## src/rtl/sram_arb_pkg.sv

```systemverilog
// Shared constants and types for the two-master SRAM port arbiter.
// Provides requester count, requester index type and default widths.
package sram_arb_pkg;

    localparam int SRAM_ARB_NREQ = 2;
    localparam int SRAM_ARB_AW   = 8;
    localparam int SRAM_ARB_DW   = 8;

    typedef logic [$clog2(SRAM_ARB_NREQ)-1:0] req_idx_t;

endpackage

```

## src/rtl/sram_arb_pick.sv

```systemverilog
// Combinational grant picker: request vector (+ last pointer) -> one-hot grant.
// Ports: req[1:0], last (round-robin build only), gnt[1:0].
// Build option: SRAM_ARB_RR_EN selects round-robin, otherwise master 0 wins.
import sram_arb_pkg::*;

module sram_arb_pick (
    input  logic [SRAM_ARB_NREQ-1:0] req,
`ifdef SRAM_ARB_RR_EN
    input  req_idx_t                 last,
`endif
    output logic [SRAM_ARB_NREQ-1:0] gnt
);

    always_comb begin
        gnt = '0;
        case (req)
            2'b01:   gnt = 2'b01;
            2'b10:   gnt = 2'b10;
`ifdef SRAM_ARB_RR_EN
            // On contention the master that did not win last time goes.
            2'b11:   gnt = (last == req_idx_t'(1)) ? 2'b01 : 2'b10;
`else
            2'b11:   gnt = 2'b01;
`endif
            default: gnt = '0;
        endcase
    end

endmodule

```

## src/rtl/sram_port_arbiter.sv

```systemverilog
// Two-master arbiter/sequencer in front of a single-port registered-read SRAM.
// Ports: clk, rst, req/we/addr/wdata per master, gnt0/1, rvalid0/1, rdata,
//        ram_write/ram_addr/ram_wdata to the SRAM, ram_rdata from it.
// Build option: SRAM_ARB_RR_EN enables round-robin (default: fixed priority).
import sram_arb_pkg::*;

module sram_port_arbiter #(
    parameter int ADDR_WIDTH = SRAM_ARB_AW,
    parameter int DATA_WIDTH = SRAM_ARB_DW
) (
    input  logic                  clk,
    input  logic                  rst,
    input  logic                  req0,
    input  logic                  req1,
    input  logic                  we0,
    input  logic                  we1,
    input  logic [ADDR_WIDTH-1:0] addr0,
    input  logic [ADDR_WIDTH-1:0] addr1,
    input  logic [DATA_WIDTH-1:0] wdata0,
    input  logic [DATA_WIDTH-1:0] wdata1,
    output logic                  gnt0,
    output logic                  gnt1,
    output logic                  rvalid0,
    output logic                  rvalid1,
    output logic [DATA_WIDTH-1:0] rdata,
    output logic                  ram_write,
    output logic [ADDR_WIDTH-1:0] ram_addr,
    output logic [DATA_WIDTH-1:0] ram_wdata,
    input  logic [DATA_WIDTH-1:0] ram_rdata
);

    logic [SRAM_ARB_NREQ-1:0] req_v;
    logic [SRAM_ARB_NREQ-1:0] pick;
    logic [SRAM_ARB_NREQ-1:0] gnt_v;
    logic                     gnt_any;
    req_idx_t                 sel;
    logic                     sel_we;
    logic [ADDR_WIDTH-1:0]    sel_addr;
    logic [DATA_WIDTH-1:0]    sel_wdata;
    logic [ADDR_WIDTH-1:0]    addr_q;
    logic [DATA_WIDTH-1:0]    wdata_q;
    logic                     rd_pend;
    req_idx_t                 rd_id;

    assign req_v = {req1, req0};

`ifdef SRAM_ARB_RR_EN
    req_idx_t last;

    sram_arb_pick u_pick (
        .req  (req_v),
        .last (last),
        .gnt  (pick)
    );

    // Reset to master 1 so master 0 wins the first contention.
    always_ff @(posedge clk or posedge rst) begin
        if (rst) begin
            last <= req_idx_t'(1);
        end else if (gnt_any) begin
            last <= sel;
        end
    end
`else
    sram_arb_pick u_pick (
        .req (req_v),
        .gnt (pick)
    );
`endif

    // No grant may be issued while reset is held.
    assign gnt_v   = pick & {SRAM_ARB_NREQ{~rst}};
    assign gnt0    = gnt_v[0];
    assign gnt1    = gnt_v[1];
    assign gnt_any = |gnt_v;
    assign sel     = req_idx_t'(gnt_v[1]);

    assign sel_we    = sel[0] ? we1    : we0;
    assign sel_addr  = sel[0] ? addr1  : addr0;
    assign sel_wdata = sel[0] ? wdata1 : wdata0;

    // The SRAM samples on the granting edge itself; between grants the
    // shadow copies keep the address and data lines quiet.
    assign ram_write = gnt_any & sel_we;
    assign ram_addr  = gnt_any ? sel_addr  : addr_q;
    assign ram_wdata = gnt_any ? sel_wdata : wdata_q;

    always_ff @(posedge clk or posedge rst) begin
        if (rst) begin
            addr_q  <= '0;
            wdata_q <= '0;
            rd_pend <= 1'b0;
            rd_id   <= '0;
        end else begin
            rd_pend <= gnt_any & ~sel_we;
            if (gnt_any) begin
                addr_q  <= sel_addr;
                wdata_q <= sel_wdata;
                rd_id   <= sel;
            end
        end
    end

    assign rvalid0 = rd_pend & (rd_id == req_idx_t'(0));
    assign rvalid1 = rd_pend & (rd_id == req_idx_t'(1));
    assign rdata   = ram_rdata;

endmodule

```

## config.mk

```make
export PLATFORM = sky130hd
export DESIGN_NAME = sram_port_arbiter
export DESIGN_NICKNAME = d
export VERILOG_FILES = /design/src/rtl/sram_arb_pkg.sv /design/src/rtl/sram_arb_pick.sv /design/src/rtl/sram_port_arbiter.sv
export SDC_FILE = /design/constraint.sdc
export NUM_CORES = 1
export LEC_CHECK = 0
export CAP_MARGIN = 10
export CORE_UTILIZATION = 30
export CTS_CLUSTER_SIZE = 8
export DETAILED_ROUTE_END_ITERATION = 8
export HOLD_SLACK_MARGIN = 0.15
export PLACE_DENSITY = 0.76
export SLEW_MARGIN = 25
export SYNTH_ARGS = -nofsm -noshare
export SYNTH_HDL_FRONTEND = slang
export SYNTH_SLANG_ARGS = --single-unit
```

## constraint.sdc

```tcl
create_clock -name clk -period 2.9 [get_ports clk]
set_input_delay 0.87 -clock clk [delete_from_list [all_inputs] [get_ports clk]]
set_output_delay 0.87 -clock clk [all_outputs]
set_load 0.1 [all_outputs]
```

==> results of run 1 <==
how the worst min path moves through the flow:
stage                              to  slack (ns)               from
finish              rd_id$_DFFE_PP0P_        0.52  rd_id$_DFFE_PP0P_
global route        rd_id$_DFFE_PP0P_        0.61  rd_id$_DFFE_PP0P_
CTS                 rd_id$_DFFE_PP0P_        0.52  rd_id$_DFFE_PP0P_
detailed placement  rd_id$_DFFE_PP0P_        0.51  rd_id$_DFFE_PP0P_
global placement    rd_id$_DFFE_PP0P_        0.49  rd_id$_DFFE_PP0P_
floorplan           rd_id$_DFFE_PP0P_        0.48  rd_id$_DFFE_PP0P_
through the flow:
stage	cell area, µm²	setup slack [ns]	cells	utilization (%)	TNS [ns]
4_1_cts	2370	0.00623	232	68.8	0
5_1_grt	2420	0.00835	236	70.4	0
3_5_place_dp	2170	-0.324	222	63.0	-4.68
3_3_place_gp	2170	-0.294	222	63.0	-4.21
2_1_floorplan	1240	-0.411	114	-	-5.73
6_report	2420	0.0188	236	70.4	0
area by class of cell:
type | instances | area share [%]
clock buffers | 3 | 1.70
multi-input cells | 77 | 29.6
well taps | 46 | 2.38
flip-flops and latches | 18 | 18.6
inverters | 2 | 0.310
repair buffers | 90 | 47.4
metal layers:
metal / up-vias / part of all wire (%) / wire (µm) / GRT usage, %
met5: - / 0 / 0 / 0
met4: 0 / 2.0 / 83 / 10.8
met3: 12 / 5.5 / 226 / 6.20
met2: 50 / 52 / 2140 / 37.1
met1: 589 / 41 / 1690 / 22.9
li1: 531 / - / - / -
sequential cells by signal, indices dropped and copies added, names as in the netlist:
| signal | flops |
|---|---|
| rd_id | 1 |
| rd_pend | 1 |
| addr_q | 8 |
| wdata_q | 8 |
critical path: cells and delay by family:
kind | cells | cell delay [ns]
AOI/OAI and AO/OA | 1 | 0.36
buffers and inverters | 2 | 0.69
and+or+nand+nor | 1 | 0.08
power by group through the flow:
stage	Sequential, W	Clock (W)	Combinational (W)
after floorplan	0.000309	0	0.000473
after global placement	0.000310	0	0.000688
after detailed placement	0.000313	0	0.000699
after CTS	0.000309	0.000179	0.000743
after global routing	0.000314	0.000194	0.000782
final	0.000310	0.000178	0.000757
cell families after synthesis:
family,after synthesis,share of synthesized area (%)
buf+inv,19,12.2
flops,18,40.4
simple gates,42,16.0
compound gates,35,31.4
cells in the mapped netlist:
| library cell | instances | share of area [%] |
|---|---|---|
| nor2_1 | 34 | 11 |
| dfrtp_1 | 18 | 40 |
| buf_4 | 11 | 7.4 |
| a211oi_2 | 10 | 11 |
| o22ai_2 | 10 | 11 |
| a211oi_1 | 6 | 4.0 |
| o22ai_1 | 6 | 3.4 |
| buf_2 | 4 | 1.8 |
| nand2b_1 | 3 | 1.7 |
| a21oi_1 | 2 | 0.90 |
| nor2b_1 | 2 | 1.1 |
| a22oi_1 | 1 | 0.67 |
| and2_1 | 1 | 0.56 |
| buf_6 | 1 | 1.0 |
| buf_8 | 1 | 1.3 |
| clkinv_1 | 1 | 0.34 |
| inv_1 | 1 | 0.34 |
| nor3b_1 | 1 | 0.67 |
| or2_1 | 1 | 0.56 |
timing repair:
item,4_1_cts,5_1_grt
pin swaps,6,4
hold buffers,0,0
resized for setup,23,2
gates cloned,2,2
endpoints found under the setup margin,17,12
buffers inserted,5,2
==> flow_metrics.env, run 1 <==
export IMPL_outcome="completed"
export IMPL_period_share_pct=99.4
export IMPL_most_common_layout_cells="clkdlybuf4s50_1 (34), nor2_1 (33), buf_12 (25)"
export IMPL_finalHoldViolCount=0
export IMPL_finalWeightedCongestion=0.726
export IMPL_hp_class="flop to flop"
export IMPL_critPathKind="input port to output pin"
export IMPL_yosysWarnings=0
export IMPL_crit_path_end="ram_addr[5]"
export IMPL_crit_arrival_ns=2.01
export IMPL_p_clk_share_pct=14.3
export IMPL_skew_ns=0
export IMPL_vdd_ir_drop_max_v=0.000428
export IMPL_final_common_cell="clkdlybuf4s50_1"
export IMPL_cts_buffer_depth=2
export IMPL_cap_violations=0
export IMPL_dieArea_mm2=0.00397
export IMPL_finalSetupViolCount=0
export IMPL_first_iter_violations=80
export IMPL_cts_buffers=3
export IMPL_crit_fanout=2
export IMPL_overflow=0
export IMPL_reg2reg_slack_ns=1.73
export IMPL_cp_slowest_cell="clkdlybuf4s50_1"
export IMPL_period_needed_ns=2.88
export IMPL_crit_path_start="addr1[5]"
export IMPL_fin_nets=238
export IMPL_htreeDepth=1
export IMPL_drv_slew=0
export IMPL_endpoint_kind="output pin"
export IMPL_grt_pass1_wl_um=6330
export IMPL_hold_ws_ns=0.521
export IMPL_r2r_start="addr_q[6]$_DFF_PP0_"
export IMPL_die_w_um=63.0
export IMPL_core_area_mm2=0.00344
export IMPL_holdPathStages=2
export IMPL_p_leak_nw=0.999
export IMPL_wl_per_cell_um=17.5
export IMPL_switching_power_w=0.000552
export IMPL_cts_tree="built"
export IMPL_fmax_mhz=347
export IMPL_ys_ff_latch=18
export IMPL_p_total_w=0.00125
export IMPL_syn_num_nets=160
export IMPL_syn_avg_cell_area_um2=9.79
export IMPL_crit_chain="clkdlybuf4s50_1 -> nor2_1 -> a211oi_4 -> buf_12"
export IMPL_synth_area_mm2=0.00112
export IMPL_max_stage_delay_ns=0.47
export IMPL_postRouteWirelength_um=4140
export IMPL_multiInputGateArea_um2=717
export IMPL_intPower_w=0.000693
export IMPL_dr_pass1_iters=4
export IMPL_p_sw_share_pct=44.4
export IMPL_worstRegToRegCells=5
export IMPL_nFillCells=236
export IMPL_post_route_drc_count=0
export IMPL_initial_core_util_pct=32.4
export IMPL_ant_nets=0
export IMPL_rsz0062_at_grt="false"
export IMPL_crit_required_ns=2.03
export IMPL_clk_latency_ns=0.26
export IMPL_comb_power_share_pct=60.8
export IMPL_vias_per_cell=5.01
export IMPL_vias=1182
export IMPL_syn_inst=114
export IMPL_die_y_um=63.0
export IMPL_fp_row_count=21
export IMPL_grt_pass1_vias=1292
export IMPL_seq_area_um2=450
export IMPL_synth_seq_area_share_pct=40.4
export IMPL_area_growth_pct=117
export IMPL_num_io_pins=75
export IMPL_pwr_density_cell_mw_per_mm2=514
export IMPL_antenna_cells=0
export IMPL_worst_r2r_endpoint="addr_q[6]$_DFF_PP0_"
export IMPL_clock_sinks=18
export IMPL_max_slew_margin_rel_pct=78.5
export IMPL_port_buffers=58
export IMPL_grt_max_degree=24
export IMPL_startpoint_type="input port"
export IMPL_power_frac_seq_pct=24.9
export IMPL_worst_slew_pin_slew_ns=0.321
export IMPL_grt_total_usage_pct=21.2
export IMPL_dp_hpwl_um=2620
export IMPL_cts_root_buf="clkbuf_8"
export IMPL_antenna_found_initial=0
export IMPL_drive_above_1_share_pct=47.9
export IMPL_path_clk_slew_ns=0.07
export IMPL_ys_types=19
(Power assumes the default switching activity.)
==> run 2: changes to the inputs <==
- TNS_END_PERCENT: not set -> 10
==> flow_metrics.env, run 2 (synthesis results as in run 1) <==
export IMPL_worst_slew_pin_slew_ns=0.320
export IMPL_cts_buffers=3
export IMPL_area_growth_pct=109
export IMPL_critPathKind="input port to output pin"
export IMPL_most_common_layout_cells="clkdlybuf4s50_1 (34), nor2_1 (33), buf_12 (22)"
export IMPL_outcome="finished, violations left"
export IMPL_post_route_drc_count=0
export IMPL_antenna_found_initial=0
export IMPL_finalHoldViolCount=0
export IMPL_cts_root_buf="clkbuf_8"
export IMPL_finalWeightedCongestion=0.729
export IMPL_dp_hpwl_um=2720
export IMPL_busiest_layer="met2"
export IMPL_clock_sinks=18
export IMPL_grt_total_usage_pct=20.1
export IMPL_overflow=0
export IMPL_pwr_density_cell_mw_per_mm2=536
export IMPL_gr_usage_met2_pct=38.3
export IMPL_p_leak_nw=0.942
export IMPL_initial_core_util_pct=32.4
export IMPL_crit_fanout=8
export IMPL_path_clk_slew_ns=0.07
export IMPL_seq_area_um2=450
export IMPL_vias_per_cell=5.04
export IMPL_grt_pass1_vias=1209
export IMPL_hp_class="flop to flop"
export IMPL_cts_tree="built"
export IMPL_dieArea_mm2=0.00397
export IMPL_period_share_pct=101
export IMPL_fin_nets=230
export IMPL_postLayoutSetupSlackWorst_ns=-0.0228
export IMPL_finalSetupViolCount=2
export IMPL_reg2reg_slack_ns=1.88
export IMPL_final_common_cell="clkdlybuf4s50_1"
export IMPL_fmax_mhz=342
export IMPL_wl_per_cell_um=17.1
export IMPL_worstRegToRegCells=4
export IMPL_cts_buffer_depth=2
export IMPL_die_w_um=63.0
export IMPL_rsz0062_at_grt="true"
export IMPL_grt_max_degree=21
export IMPL_crit_path_start="req1"
export IMPL_grt_pass1_wl_um=6150
export IMPL_crit_arrival_ns=2.05
export IMPL_num_io_pins=75
export IMPL_first_iter_violations=67
export IMPL_nFillCells=241
export IMPL_holdBufCountCts=0
export IMPL_met1_usage_pct=22.0
export IMPL_clk_latency_ns=0.26
export IMPL_crit_path_end="ram_addr[7]"
export IMPL_final_area_mm2=0.00233
export IMPL_drive_above_1_share_pct=47.0
export IMPL_drv_slew=0
export IMPL_worst_r2r_endpoint="addr_q[6]$_DFF_PP0_"
export IMPL_violations="setup timing"
export IMPL_htreeDepth=1
export IMPL_die_y_um=63.0
export IMPL_postRouteWirelength_um=3910
export IMPL_fin_util_pct=67.7
export IMPL_multiInputGateArea_um2=723
export IMPL_holdPathStages=2
export IMPL_port_buffers=58
export IMPL_endpoint_kind="output pin"
export IMPL_r2r_start="addr_q[6]$_DFF_PP0_"
export IMPL_cap_violations=0
export IMPL_fp_row_count=21
export IMPL_vdd_ir_drop_max_v=0.000247
export IMPL_placed_cell_area_mm2=0.00211
export IMPL_startpoint_type="input port"
export IMPL_reg_top3="addr_q: 8 flops, wdata_q: 8 flops"
export IMPL_ant_nets=0
export IMPL_skew_ns=0
export IMPL_core_area_mm2=0.00344
export IMPL_crit_required_ns=2.03
export IMPL_max_slew_margin_rel_pct=78.7
export IMPL_period_needed_ns=2.92
export IMPL_vias=1155
export IMPL_antenna_cells=0
export IMPL_use_met3_pct=5.29
export IMPL_dr_pass1_iters=4
-- run 2: changes by cell type in the layout (fill, tap and decap cells not counted) --
| cell | delta |
|---|---|
| buf_4 | -4 |
| buf_2 | -2 |
| nor3b_2 | +1 |
| clkdlybuf4s15_2 | +2 |
| nor3b_4 | -1 |
| o22ai_1 | -2 |
| o22ai_2 | +2 |
| clkbuf_16 | -2 |
| buf_8 | +1 |
| clkbuf_8 | +1 |
| buf_12 | -3 |
-- run 2: power breakdown --
part,leakage (nW),internal (W),total (W),switching (W)
combinational,0.707,0.000293,0.000726,0.000433
clock,0.0288,0.000121,0.000212,0.0000910
sequential,0.206,0.000286,0.000311,0.0000251
total,0.942,0.000700,0.00125,0.000549
-- run 2: how the worst min path moves through the flow --
stage,endpoint,slack (ns),start
5_1_grt,rd_id$_DFFE_PP0P_,0.59,rd_id$_DFFE_PP0P_
3_3_place_gp,rd_id$_DFFE_PP0P_,0.49,rd_id$_DFFE_PP0P_
2_1_floorplan,rd_id$_DFFE_PP0P_,0.48,rd_id$_DFFE_PP0P_
4_1_cts,rd_id$_DFFE_PP0P_,0.54,rd_id$_DFFE_PP0P_
3_5_place_dp,rd_id$_DFFE_PP0P_,0.52,rd_id$_DFFE_PP0P_
6_report,rd_id$_DFFE_PP0P_,0.54,rd_id$_DFFE_PP0P_
-- run 2: what timing repair did --
action | CTS | global route
setup endpoints to repair | 18 | 11
gates resized for setup | 21 | 6
cloned | 2 | 0
pin swaps | 5 | 4
setup buffers | 3 | 0
-- run 2: routing by layer --
| metal | part of all wire (%) | up-vias | routed length (µm) |
|---|---|---|---|
| met5 | 0 | - | 0 |
| met4 | 0.54 | 0 | 21 |
| met3 | 7.4 | 3 | 288 |
| met2 | 54 | 58 | 2110 |
| met1 | 38 | 577 | 1500 |
| li1 | - | 517 | - |
-- run 2: worst max-delay path, stage by stage --
cell and delay, ns:
clkdlybuf4s15_2 0.20, or2_4 0.29, buf_12 0.15, o22ai_1 0.27, a211oi_4 0.08, buf_12 0.18
-- run 2: area by class of cell --
class / count / share of cell area, %
Multi-Input combinational cell: 77 / 31.0
Inverter: 2 / 0.322
Sequential cell: 18 / 19.3
Clock buffer: 4 / 2.36
Tap cell: 46 / 2.47
Timing Repair Buffer: 82 / 44.5
-- run 2: per-stage QoR --
| step | hold slack [ns] | std cells | setup slack [ns] | setup TNS, ns | total power, W |
|---|---|---|---|---|---|
| detailed placement | 0.518 | 220 | -0.350 | -5.43 | 0.000995 |
| global route | 0.586 | 229 | -0.0332 | -0.0743 | 0.00129 |
| floorplan | 0.477 | 114 | -0.411 | -6.62 | 0.000779 |
| finish | 0.538 | 229 | -0.0228 | -0.0230 | 0.00125 |
| CTS | 0.538 | 229 | -0.00238 | -0.00238 | 0.00124 |
| global placement | 0.493 | 220 | -0.307 | -4.95 | 0.000982 |
==> run 3: changes to the inputs <==
- CORE_MARGIN: not set -> 8
- PLACE_DENSITY: 0.76 -> not set
- PLACE_DENSITY_LB_ADDON: not set -> 0.08
- SETUP_SLACK_MARGIN: not set -> 0.3
==> flow_metrics.env, run 3 (synthesis results as in run 1) <==
export IMPL_grt_total_usage_pct=14.2
export IMPL_max_stage_delay_ns=0.29
export IMPL_fmax_mhz=350
export IMPL_grt_pass1_wl_um=6930
export IMPL_most_common_layout_cells="nor2_1 (33), clkdlybuf4s50_1 (33), buf_12 (25)"
export IMPL_vias=1139
export IMPL_skew_ns=0
export IMPL_min_delay_start="rd_id$_DFFE_PP0P_"
export IMPL_vias_per_cell=4.83
export IMPL_finalWeightedCongestion=0.718
export IMPL_finalHoldViolCount=0
export IMPL_cts_buffer_depth=2
export IMPL_htreeDepth=1
export IMPL_drive_above_1_share_pct=48.4
export IMPL_fin_nets=235
export IMPL_rsz0062_at_grt="true"
export IMPL_die_w_um=77.0
export IMPL_nFillCells=273
export IMPL_ant_nets=0
export IMPL_r2r_start="addr_q[0]$_DFF_PP0_"
export IMPL_path_clk_slew_ns=0.07
export IMPL_crit_path_start="req0"
export IMPL_grt_pass1_vias=1333
export IMPL_drv_slew=0
export IMPL_pwr_density_cell_mw_per_mm2=516
export IMPL_postLayoutSetupSlackWorst_ns=0.0449
export IMPL_clk_latency_ns=0.25
export IMPL_dieArea_mm2=0.00593
export IMPL_cts_tree="built"
export IMPL_cp_slowest_cell="a211oi_4"
export IMPL_hp_class="flop to flop"
export IMPL_worst_slew_pin_slew_ns=0.274
export IMPL_antenna_found_initial=0
export IMPL_clock_sinks=18
export IMPL_num_io_pins=75
export IMPL_core_area_mm2=0.00361
export IMPL_wl_per_cell_um=17.1
export IMPL_initial_core_util_pct=31.0
export IMPL_path_common_cell="buf_12"
export IMPL_post_route_drc_count=0
export IMPL_reg2reg_slack_ns=1.88
export IMPL_die_y_um=77.0
export IMPL_antenna_cells=0
export IMPL_reg_top3="addr_q: 8 flops, wdata_q: 8 flops"
export IMPL_holdBufCountCts=0
export IMPL_crit_arrival_ns=1.99
export IMPL_cts_buffers=3
export IMPL_dr_pass1_iters=4
export IMPL_area_growth_pct=120
export IMPL_endpoint_kind="output pin"
export IMPL_crit_fanout=4
export IMPL_p_leak_nw=1.00
export IMPL_finalSetupViolCount=0
export IMPL_p_total_w=0.00127
export IMPL_crit_required_ns=2.03
export IMPL_max_slew_margin_rel_pct=81.7
export IMPL_outcome="completed"
export IMPL_cap_violations=0
export IMPL_dp_hpwl_um=2880
export IMPL_vdd_ir_drop_max_v=0.000264
export IMPL_port_buffers=58
export IMPL_seq_area_um2=450
export IMPL_fp_row_count=22
export IMPL_postRouteWirelength_um=4020
export IMPL_first_iter_violations=36
export IMPL_overflow=0
export IMPL_pre_cts_ws_ns=-0.418
export IMPL_multiInputGateArea_um2=737
export IMPL_period_needed_ns=2.86
export IMPL_critPathKind="input port to output pin"
export IMPL_period_share_pct=98.5
export IMPL_grt_max_degree=19
export IMPL_crit_chain="buf_8 -> buf_6 -> nand2b_4 -> buf_12 -> buf_16 -> o22ai_2 -> a211oi_4 -> buf_12"
export IMPL_cts_root_buf="clkbuf_8"
export IMPL_startpoint_type="input port"
run 3: changes by cell type in the layout (fill, tap and decap cells not counted), sizes merged:
cell,change
buf,+7
clkdlybuf4s15,-2
clkdlybuf4s50,-1
dlygate4sd2,+1
run 3: report_power, final:
group,switching (W),internal [W]
sequential,0.0000244,0.000286
clock,0.0000915,0.000121
combinational,0.000436,0.000310
run 3: worst paths after layout:
kind,endpoint,cells after the start
max in group asynchronous,rd_id$_DFFE_PP0P_,4
min in group asynchronous,wdata_q[4]$_DFF_PP0_,3
max,ram_wdata[7],8
max reg2reg,addr_q[0]$_DFF_PP0_,4
min,rd_id$_DFFE_PP0P_,2
min reg2reg,rd_id$_DFFE_PP0P_,2
run 3: final cells by class:
cell class	count	share of cell area [%]
multi-input cells	77	30.0
clock buffers	4	2.24
inverters	2	0.305
flip-flops and latches	18	18.3
repair buffers	87	46.7
well taps	48	2.44
run 3: routing by layer:
metal  track usage (%)  vias to the layer above  part of all wire (%)
li1                  -                      530                     -
met1              15.2                      554                    40
met2              26.0                       49                    52
met3              4.43                        6                   7.0
met4              4.34                        0                   1.2
met5                 0                        -                     0
run 3: worst max-delay path, delay by kind of cell:
family / cells / cell delay (ns)
AND/OR/NAND/NOR: 1 / 0.09
AO/OA/AOI/OAI: 2 / 0.37
buffers and inverters: 5 / 0.65
run 3: per-stage QoR:
| stage | hold slack (ns) | TNS [ns] | instance area (µm²) | instances | util [%] |
|---|---|---|---|---|---|
| floorplan | 0.477 | -1.78 | 1330 | 114 | - |
| global placement | 0.500 | -5.85 | 2160 | 218 | 59.9 |
| CTS | 0.553 | 0 | 2460 | 236 | 68.1 |
| detailed placement | 0.533 | -6.53 | 2160 | 218 | 59.9 |
| global route | 0.628 | 0 | 2460 | 236 | 68.1 |
| finish | 0.542 | 0 | 2460 | 236 | 68.1 |
run 3: timing repair:
item	CTS	global route
endpoints found under the setup margin	19	18
buffers inserted	10	0
hold endpoints to repair	0	0
gates resized for setup	30	0
pin swaps	14	3
cloned	4	0
